**src/rtl/muldiv_pkg.sv**
```systemverilog
// Shared types for the iterative multiply/divide controller: state encoding,
// decoded op codes, result layout and a magnitude helper.
package muldiv_pkg;

  localparam int unsigned MULDIV_STEPS = 32;

  typedef logic [31:0] word_t;

  typedef enum logic [5:0] {
    OP_MULT  = 6'h18,
    OP_MULTU = 6'h19,
    OP_DIV   = 6'h1a,
    OP_DIVU  = 6'h1b
  } decoded_op_t;

  typedef enum logic [2:0] {
    IDLE,
    MUL,
    DIV,
    FIX,
    DONE
  } muldiv_state_t;

  typedef struct packed {
    word_t hi;
    word_t lo;
  } muldiv_result_t;

  function automatic word_t abs_w(input word_t v);
    return v[31] ? (~v + 32'd1) : v;
  endfunction

endpackage

```
**src/rtl/muldiv_ctrl_div_step.sv**
```systemverilog
// One restoring-division iteration: shift in the next dividend bit, trial
// subtract the divisor, keep the difference when it does not go negative.
module div_step
  import muldiv_pkg::*;
(
  input  logic [63:0] acc_i,
  input  word_t       divisor_i,
  output word_t       rem_o,
  output logic        q_o
);

  logic [32:0] trial;
  logic [32:0] diff;

  always_comb begin
    trial = acc_i[63:31];
    diff  = trial - {1'b0, divisor_i};
    q_o   = ~diff[32];
    rem_o = q_o ? diff[31:0] : trial[31:0];
  end

endmodule

```
**src/rtl/muldiv_ctrl.sv**
```systemverilog
// Iterative MULT/MULTU/DIV/DIVU controller delivering {hi, lo}.
// Define MULDIV_FAST_MUL_EN for a single-cycle multiply (divide unchanged).
module muldiv_ctrl
  import muldiv_pkg::*;
#(
  parameter int unsigned WIDTH = 32
) (
  input  logic             clk,
  input  logic             resetn,
  input  logic             in_valid,
  output logic             in_ready,
  input  logic [5:0]       op,
  input  logic [WIDTH-1:0] a,
  input  logic [WIDTH-1:0] b,
  input  logic             flush,
  output logic             out_valid,
  output logic [WIDTH-1:0] hi,
  output logic [WIDTH-1:0] lo,
  output logic             busy
);

  muldiv_state_t  state_q, state_d;
  logic [5:0]     cnt_q, cnt_d;
  logic [63:0]    acc_q, acc_d;
  word_t          opnd_q, opnd_d;
  logic [5:0]     op_q, op_d;
  logic           neg_lo_q, neg_lo_d;
  logic           neg_hi_q, neg_hi_d;
  muldiv_result_t res_q, res_d;
  logic           out_valid_q, out_valid_d;

  logic           is_mul, is_div, is_signed, accept;
  logic [63:0]    prod_neg;
  muldiv_result_t fixed;
  word_t          rem_next;
  logic           q_bit;
`ifdef MULDIV_FAST_MUL_EN
  logic signed [65:0] fast_prod;
`else
  logic [32:0]    mul_sum;
  logic [63:0]    mul_next;
`endif

  assign in_ready  = (state_q == IDLE) || (state_q == DONE);
  assign busy      = (state_q == MUL) || (state_q == DIV) || (state_q == FIX);
  assign out_valid = out_valid_q & ~flush;
  assign hi        = res_q.hi;
  assign lo        = res_q.lo;

  // opnd_q holds the multiplicand for MUL and the divisor for DIV.
  div_step u_div_step (
    .acc_i     (acc_q),
    .divisor_i (opnd_q),
    .rem_o     (rem_next),
    .q_o       (q_bit)
  );

  always_comb begin
    is_mul    = (op == OP_MULT) || (op == OP_MULTU);
    is_div    = (op == OP_DIV) || (op == OP_DIVU);
    is_signed = (op == OP_MULT) || (op == OP_DIV);
    accept    = in_valid && in_ready && !flush && (is_mul || is_div);

    prod_neg = 64'd0 - acc_q;
    if ((op_q == OP_MULT) || (op_q == OP_MULTU)) begin
      fixed = neg_lo_q ? prod_neg : acc_q;
    end else begin
      fixed.lo = neg_lo_q ? (32'd0 - acc_q[31:0]) : acc_q[31:0];
      fixed.hi = neg_hi_q ? (32'd0 - acc_q[63:32]) : acc_q[63:32];
    end

`ifdef MULDIV_FAST_MUL_EN
    fast_prod = $signed({(op_q == OP_MULT) && opnd_q[31], opnd_q})
              * $signed({(op_q == OP_MULT) && acc_q[31], acc_q[31:0]});
`else
    // Shift-add: product grows in the top half while the multiplier drains out the bottom.
    mul_sum  = {1'b0, acc_q[63:32]} + {1'b0, opnd_q};
    mul_next = acc_q[0] ? {mul_sum, acc_q[31:1]} : {1'b0, acc_q[63:1]};
`endif

    state_d     = state_q;
    cnt_d       = cnt_q;
    acc_d       = acc_q;
    opnd_d      = opnd_q;
    op_d        = op_q;
    neg_lo_d    = neg_lo_q;
    neg_hi_d    = neg_hi_q;
    res_d       = res_q;
    out_valid_d = 1'b0;

    unique case (state_q)
      MUL: begin
`ifdef MULDIV_FAST_MUL_EN
        res_d       = fast_prod[63:0];
        out_valid_d = 1'b1;
        state_d     = DONE;
`else
        acc_d = mul_next;
        cnt_d = cnt_q + 6'd1;
        if (cnt_q == 6'(MULDIV_STEPS - 1)) begin
          cnt_d   = '0;
          state_d = FIX;
        end
`endif
      end
      DIV: begin
        acc_d = {rem_next, acc_q[30:0], q_bit};
        cnt_d = cnt_q + 6'd1;
        if (cnt_q == 6'(MULDIV_STEPS - 1)) begin
          cnt_d   = '0;
          state_d = FIX;
        end
      end
      FIX: begin
        res_d       = fixed;
        out_valid_d = 1'b1;
        state_d     = DONE;
      end
      DONE:    state_d = IDLE;
      default: state_d = state_q;
    endcase

    if (accept) begin
      op_d     = op;
      cnt_d    = '0;
      neg_lo_d = is_signed && (a[31] ^ b[31]);
      neg_hi_d = is_signed && is_div && a[31];
      if (is_mul) begin
        state_d = MUL;
`ifdef MULDIV_FAST_MUL_EN
        opnd_d  = a;
        acc_d   = {32'd0, b};
`else
        opnd_d  = is_signed ? abs_w(a) : a;
        acc_d   = {32'd0, is_signed ? abs_w(b) : b};
`endif
      end else begin
        state_d = DIV;
        opnd_d  = is_signed ? abs_w(b) : b;
        acc_d   = {32'd0, is_signed ? abs_w(a) : a};
      end
    end

    if (flush) begin
      state_d     = IDLE;
      cnt_d       = '0;
      res_d       = res_q;
      out_valid_d = 1'b0;
    end
  end

  always_ff @(posedge clk or negedge resetn) begin
    if (!resetn) begin
      state_q     <= IDLE;
      cnt_q       <= '0;
      acc_q       <= '0;
      opnd_q      <= '0;
      op_q        <= '0;
      neg_lo_q    <= 1'b0;
      neg_hi_q    <= 1'b0;
      res_q       <= '0;
      out_valid_q <= 1'b0;
    end else begin
      state_q     <= state_d;
      cnt_q       <= cnt_d;
      acc_q       <= acc_d;
      opnd_q      <= opnd_d;
      op_q        <= op_d;
      neg_lo_q    <= neg_lo_d;
      neg_hi_q    <= neg_hi_d;
      res_q       <= res_d;
      out_valid_q <= out_valid_d;
    end
  end

endmodule

```
**config.mk**
```make
export PLATFORM = sky130hd
export DESIGN_NAME = muldiv_ctrl
export DESIGN_NICKNAME = d
export VERILOG_FILES = /design/src/rtl/muldiv_pkg.sv /design/src/rtl/muldiv_ctrl_div_step.sv /design/src/rtl/muldiv_ctrl.sv
export SDC_FILE = /design/constraint.sdc
export NUM_CORES = 1
export LEC_CHECK = 0
export ABC_CLOCK_PERIOD_IN_PS = 4050
export BUFFER_PORTS_ARGS = -buffer_cell sky130_fd_sc_hd__buf_2
export CORE_MARGIN = 2
export CORE_UTILIZATION = 55
export DETAILED_ROUTE_END_ITERATION = 8
export PLACE_DENSITY_LB_ADDON = 0.25
export REMOVE_ABC_BUFFERS = 1
export SETUP_SLACK_MARGIN = 0.4
export SYNTH_ARGS = -nofsm -noshare
export SYNTH_HDL_FRONTEND = slang
export SYNTH_SLANG_ARGS = --single-unit
```
**constraint.sdc**
```tcl
create_clock -name clk -period 4.05 [get_ports clk]
set_input_delay 0.81 -clock clk [delete_from_list [all_inputs] [get_ports clk]]
set_output_delay 0.81 -clock clk [all_outputs]
set_load 0.005 [all_outputs]
```
After elaboration in Yosys (flattened, before gate mapping)
Index checks and enable logic that the tools add are counted.
Word-level totals
  flip-flop bits (word level): 178
  output and inout bits: 67
  word-level logic and storage cells: 83
Cells by class
  $add $sub $neg: 8
  equality and inequality tests: 12
  muxes and demuxes: 25
  bitwise operators: 6
  reductions and logical operators: 22
Operator list (number)
  2-to-1 mux 32 bit: 9
  2-to-1 mux 64 bit: 4
  one-hot mux 64 bit (2 select lines): 1
  adder 32 x 1 -> 32 bit, second input constant: 2
  NOT 32 bit: 2
  subtractor 1 x 32 -> 32 bit, first input constant: 2
  subtractor 1 x 64 -> 64 bit, first input constant: 1
  equality test 6 x 5 -> 1 bit, second input constant: 7
  adder 32 x 32 -> 33 bit: 1
  subtractor 33 x 32 -> 33 bit: 1
  2-to-1 mux 6 bit: 4
  2-to-1 mux 3 bit: 3
  one-hot mux 3 bit (3 select lines): 1
  logical OR 1 bit: 8
  adder 6 x 1 -> 6 bit, second input constant: 1
  equality test 3 x 2 -> 1 bit, second input constant: 2
  logical AND 1 bit: 6
  nonzero test 3 bit: 2
  nonzero test 5 bit: 1
  != test 4 x 1 -> 1 bit, second input constant: 1
  AND reduction 2 bit: 2
  equality test 3 x 1 -> 1 bit, second input constant: 1
  equality test 3 bit, second input constant: 1
  logical NOT 3 bit: 1
  7 further kinds: 9

Depth between registers and ports, before layout
  word-level depth: 7
  depth in mapped cells: 13

Hierarchy
A second synthesis with hierarchy kept.
Second synthesis, totals
  cell total of the unflattened synthesis: 1908
  area, all modules: 15139.5 µm²
By module, submodules not included
  muldiv_ctrl: instances 1, cells an instance 1603, area each 12781.0 µm², sequential area each 4429.2 µm²
  div_step: instances 1, cells an instance 305, area each 2358.5 µm², sequential area each 0.0 µm²

Worst setup path after synthesis
OpenSTA, ideal clock, no wires.
  path kind: flip-flop to flip-flop
  start point: reg acc_q[0]
  end point: reg res_q (netlist bit hi[8])
  arrival: 3.233 ns
  data required time: 3.921 ns
  path slack: 0.688 ns
  stages on the path, launching flop included: 14
  period minus slack after synthesis: 3.362 ns
  path through: dfrtp_1 -> clkbuf_1 -> inv_1 -> clkbuf_1 -> ha_1 -> or4b_4 -> or4_4 -> inv_1 -> nand3_1 -> o21a_1 -> or2_1 -> o41ai_2 -> xor2_1 -> o21ai_1
Between the ends
  longest elaborated chain between the ends: 3
RTL lines
  start, declared: line muldiv_ctrl.sv:24  | logic [63:0] acc_q, acc_d;
  start signal, assigned: line muldiv_ctrl.sv:156  | acc_q <= '0;
  start signal, assigned: line muldiv_ctrl.sv:166  | acc_q <= acc_d;
  subtractor 1 x 64 -> 64 bit: line muldiv_ctrl.sv:64  | prod_neg = 64'd0 - acc_q;
  2-to-1 mux 64 bit: line muldiv_ctrl.sv:66  | fixed = neg_lo_q ? prod_neg : acc_q;
  2-to-1 mux 64 bit: line muldiv_ctrl.sv:65  | if ((op_q == OP_MULT) || (op_q == OP_MULTU)) begin
  end signal, assigned: line muldiv_ctrl.sv:171  | res_q <= res_d;
  end, declared: line muldiv_ctrl.sv:29  | muldiv_result_t res_q, res_d;
No other way between the ends.
A chain may end at the register's enable or synchronous reset.

Worst setup path after layout
  start point: reg acc_q[33]
  end point: reg acc_q[56]
Between the ends
  longest elaborated chain between the ends: 4
  elaborated cells on any way between the ends: 6
  those cells by class: 2 x add/sub; 4 x mux
RTL lines
  subtractor 33 x 32 -> 33 bit / adder 32 x 32 -> 33 bit (equally long branches): line muldiv_ctrl_div_step.sv:17, muldiv_ctrl.sv:77
  2-to-1 mux 32 bit / 2-to-1 mux 64 bit (equally long branches): line muldiv_ctrl_div_step.sv:19, muldiv_ctrl.sv:78
  one-hot mux 64 bit (2 select lines) (*): line muldiv_ctrl.sv:91  | unique case (state_q)
  2-to-1 mux 64 bit (*): line muldiv_ctrl.sv:123  | if (accept) begin
Mark *: on every way between the ends. The rest lies on a longest branch, timed or not.

==> impl_summary.log <==
INFO  metric outcome = finished clean
INFO  metric critical_path_arrival = 3840 ps
INFO  metric post_synth_edffs = 0
INFO  metric post_drt_via_cell_ratio = ~6.3
INFO  metric grt_antenna_before_repair = 2
INFO  metric yosys_warnings = 0
INFO  metric synth_compound_gate_area_share = approximately 27%
INFO  metric synth_top_family_by_area = compound AO/OA/AOI/OAI gates
INFO  metric critical_path_required = around 4400 ps
INFO  metric period_minus_slack = roughly 3500 ps
INFO  metric regToRegSetupSlack = 540 ps
INFO  metric layout.cells.most_common = sky130_fd_sc_hd__nand2_1
INFO  metric seq_power_share = about 23%
INFO  metric synth-adder-area-share = under 10%
INFO  metric cts.path.max_buffers = 2
INFO  metric max_cap_viol_count = 0
INFO  metric globalRouteTotalUtil = about a third
INFO  metric syn_to_final_growth = 12.5%
INFO  metric slowest_stage_delay_cp = 640 ps
INFO  metric antenna_left = 0
INFO  metric timing_worst_slew_pin_value = approximately 800 ps
INFO  metric ys_ff_latch = 177
INFO  metric drive_gt1_share = between 10 and 15%
INFO  metric ctsRootBufferMaster = sky130_fd_sc_hd__clkbuf_16
INFO  metric first_global_vias = 14200
INFO  metric netlist_instances = roughly 1900
INFO  metric final-hold-violation-count = 0
INFO  metric min_period_over_period = between 80% and 90%
INFO  metric detailroute.via_count = 15000
INFO  metric worst_setup_path_start_kind = register
INFO  metric timing.setup.tns = 0 ps
INFO  metric worst_ir_drop_vdd = 474 µV
INFO  metric max-slew-margin-rel = a little under half
INFO  metric dpl.hpwl = 34700 µm
INFO  metric drc_errors = 0
INFO  metric muxShareOfSynthArea = under 10%
INFO  metric final.setup.worst_slack = ~540 ps
INFO  metric core.rowCount = 60
INFO  metric final_cell_mix = sky130_fd_sc_hd__nand2_1, sky130_fd_sc_hd__o21ai_0, sky130_fd_sc_hd__a21oi_1, sky130_fd_sc_hd__dfrtp_1, sky130_fd_sc_hd__buf_2
INFO  metric timing.critical_path.fanout_max = 8
INFO  metric die_height = 168 µm
INFO  metric drv_slew = 0
INFO  metric tritoncts = built
INFO  metric holdCritPathClass = input port to async pin
INFO  metric global_placer_s_final_weighted_congestion = 0.937
INFO  metric post_cts.repair.setup_buffers = 0
INFO  metric crit_path_kind = register to register
INFO  metric asyncSetResetFlopFracSynth = between 90% and 100%
INFO  metric power.net_switching = approximately 7.3 mW
INFO  metric cts.reportedPaths.clkPinSlew = ~90 ps
INFO  metric yosys.area_share.simple = 19.0%
INFO  metric rsz0062_at_grt = false
INFO  metric static_power_due_to_leakage = approximately 7.3 nW
INFO  metric starting_density = about 55%
INFO  metric power.total = between 10 and 15 mW
INFO  metric yosysUniqueCellTypes = 83
INFO  metric design.core.area = 0.0267 mm²
INFO  metric fmaxAchievable = 285 MHz
INFO  metric power.share.switching = between 50% and 60%
INFO  metric htreeDepth = 4
INFO  metric cts_inserted_buffers = 17
INFO  metric clk-insertion-delay-late = 450 ps
INFO  metric crit_family = compound AO/OA/AOI/OAI gates
INFO  metric yosys_most_used_dff = sky130_fd_sc_hd__dfrtp_1
INFO  metric power.density = 871 mW/mm²
INFO  metric regToRegStartpoint = acc_q[33]
INFO  metric power_report.internal_total = between 7 and 8 mW
INFO  metric finalSetupViolations = 0
INFO  metric detail_route.first_pass.iterations = 6
INFO  metric yosysSeqAreaShare = around 30%
INFO  metric cp.buffers_inverters = 0
INFO  metric timing.reg2reg.worst_path_depth = 10
INFO  metric die_w = 168 µm
INFO  metric final.fill_count = about 2500
INFO  metric post_cts_hold_buffer_count = 0
INFO  metric syn_area_per_cell = between 7 and 8 µm²
INFO  metric io-pin-count = 141
INFO  metric critPathCaptureType = register
INFO  metric fin_worst_hold_slack = 350 ps
INFO  metric die-area = between 0.02 and 0.03 mm²
INFO  metric crit_chain = ha_1, a211oi_1, o21a_1, o211ai_1, a21oi_1, o21ai_1, a31oi_2, nor3_1, or4b_2, a32o_1
INFO  metric largest_net_degree_at_the_start_of_global_routing = ~130
INFO  metric totalWireLength = between 40000 and 50000 µm
INFO  metric total_number_of_clock_tree_sinks = between 150 and 200
INFO  metric post_synth_xor_area_fraction = 10.1%
INFO  metric globalRoute.totalOverflow = 0
INFO  metric post_detailed_route_wirelength_per_cell = 19.7 µm
INFO  metric dpl_worst_slack = around 340 ps
INFO  metric drtIter0Drc = about 1300
INFO  metric nNetsFinal = roughly 2200
INFO  metric reg2reg_end = acc_q[56]
INFO  metric cpMaxStageDelayCell = sky130_fd_sc_hd__or4b_2
INFO  metric pwr-share-clk = 12.2%
INFO  metric worst_clock_skew = approximately 16 ps
INFO  metric mapped_area = ~0.015 mm²
INFO  metric port-buffer-count = 140
INFO  metric grt_first_pass_wirelength = 74100 µm
INFO  metric combPwrFrac = between 60% and 70%
## state kept, by name (all words and copies together), names as in the netlist
register	count
neg_lo_q	1
cnt_q	6
state_q	3
neg_hi_q	1
opnd_q	32
lo	32
out_valid_q	1
acc_q	64
op_q	5
hi	32
## stage by stage
step                      cells  instance area [µm²]  util (%)
final                      2369                16700      62.4
after global routing       2369                16700      62.4
after CTS                  2367                16600      62.3
after detailed placement   2335                16000      59.9
after global placement     2335                16000      59.9
after floorplan            1790                14300         -
## what timing repair did
action,4_1_cts,5_1_grt
cloned,0,0
setup endpoints to repair,4,20
resized for setup,1,8
pin swaps,0,0
## logic make-up (layout without fill, tap and decap cells)
logic type / Yosys count / after routing
multiplexers: 38 / 38
AND/OR/NAND/NOR: 605 / 605
buffers and inverters: 186 / 297
other: 0 / 2
XOR/XNOR: 169 / 169
flip-flops: 177 / 177
AO/OA/AOI/OAI: 669 / 669
adder cells (fa/ha/maj): 71 / 71
## worst max-delay path by stage
stage	startpoint	endpoint	slack (ps)	cells past startpoint
floorplan	state_q[1]	acc_q[61]	-910	5
global placement	acc_q[1]	hi[29]	420	9
detailed placement	acc_q[1]	hi[29]	340	9
CTS	acc_q[37]	acc_q[60]	550	10
global route	acc_q[33]	acc_q[56]	410	10
finish	acc_q[33]	acc_q[56]	540	10
## layout make-up
type / instances / area, µm² / share of cell area [%]
clock buffers: 17 / 425 / 2.55
flip-flops and latches: 177 / 4430 / 26.6
well taps: 341 / 427 / 2.56
repair buffers: 204 / 1230 / 7.36
multi-input cells: 1552 / 9740 / 58.4
inverters: 61 / 229 / 1.37
clock inverters: 15 / 204 / 1.22
diodes: 2 / 5.00 / 0.0300
## cell usage after synthesis, types with 11 or more instances
cell type	n	area share, %
sky130_fd_sc_hd__a211oi_1	28	1.4
sky130_fd_sc_hd__a21o_1	36	1.8
sky130_fd_sc_hd__o21ai_0	218	7.4
sky130_fd_sc_hd__nor2b_1	15	0.63
sky130_fd_sc_hd__nand2_1	270	6.8
sky130_fd_sc_hd__dfrtp_1	177	30
sky130_fd_sc_hd__nor2_1	131	3.3
sky130_fd_sc_hd__nand2b_1	20	0.84
sky130_fd_sc_hd__o41ai_1	16	0.95
sky130_fd_sc_hd__clkbuf_1	113	2.9
sky130_fd_sc_hd__a21oi_1	196	6.6
sky130_fd_sc_hd__inv_1	61	1.5
sky130_fd_sc_hd__nor3_1	34	1.1
sky130_fd_sc_hd__mux2i_1	29	2.0
sky130_fd_sc_hd__xor2_1	97	5.7
sky130_fd_sc_hd__nand4_1	11	0.46
sky130_fd_sc_hd__o31ai_1	18	0.91
sky130_fd_sc_hd__a31oi_1	20	0.84
sky130_fd_sc_hd__nor4_1	15	0.63
sky130_fd_sc_hd__o211ai_1	48	2.4
sky130_fd_sc_hd__o21a_1	11	0.56
sky130_fd_sc_hd__xnor2_1	70	4.1
sky130_fd_sc_hd__nand3_1	33	1.1
sky130_fd_sc_hd__or4_1	12	0.61
sky130_fd_sc_hd__ha_1	69	5.8
## power by group through the flow
stage | combinational [mW] | sequential (mW) | clock [mW]
3_3_place_gp | 9.00 | 3.34 | 0
3_5_place_dp | 9.13 | 3.38 | 0
2_1_floorplan | 6.19 | 3.33 | 0
4_1_cts | 9.22 | 3.34 | 1.80
6_report | 9.41 | 3.35 | 1.77
5_1_grt | 10.3 | 3.46 | 1.85
## worst reg2reg max path: stages, from the launching register on
cell	delay [ps]
sky130_fd_sc_hd__dfrtp_1	490
sky130_fd_sc_hd__ha_1	350
sky130_fd_sc_hd__a211oi_1	300
sky130_fd_sc_hd__o21a_1	240
sky130_fd_sc_hd__o211ai_1	110
sky130_fd_sc_hd__a21oi_1	350
sky130_fd_sc_hd__o21ai_1	190
sky130_fd_sc_hd__a31oi_2	350
sky130_fd_sc_hd__nor3_1	120
sky130_fd_sc_hd__or4b_2	640
sky130_fd_sc_hd__a32o_1	270
## routing by layer
metal  wire length [µm]  GRT usage, %
met3               2910          3.88
met2              21900          54.7
met1              20100          43.2
met5                  0             0
met4               1750          14.5
No activity file was read; power rests on OpenSTA's default activity.
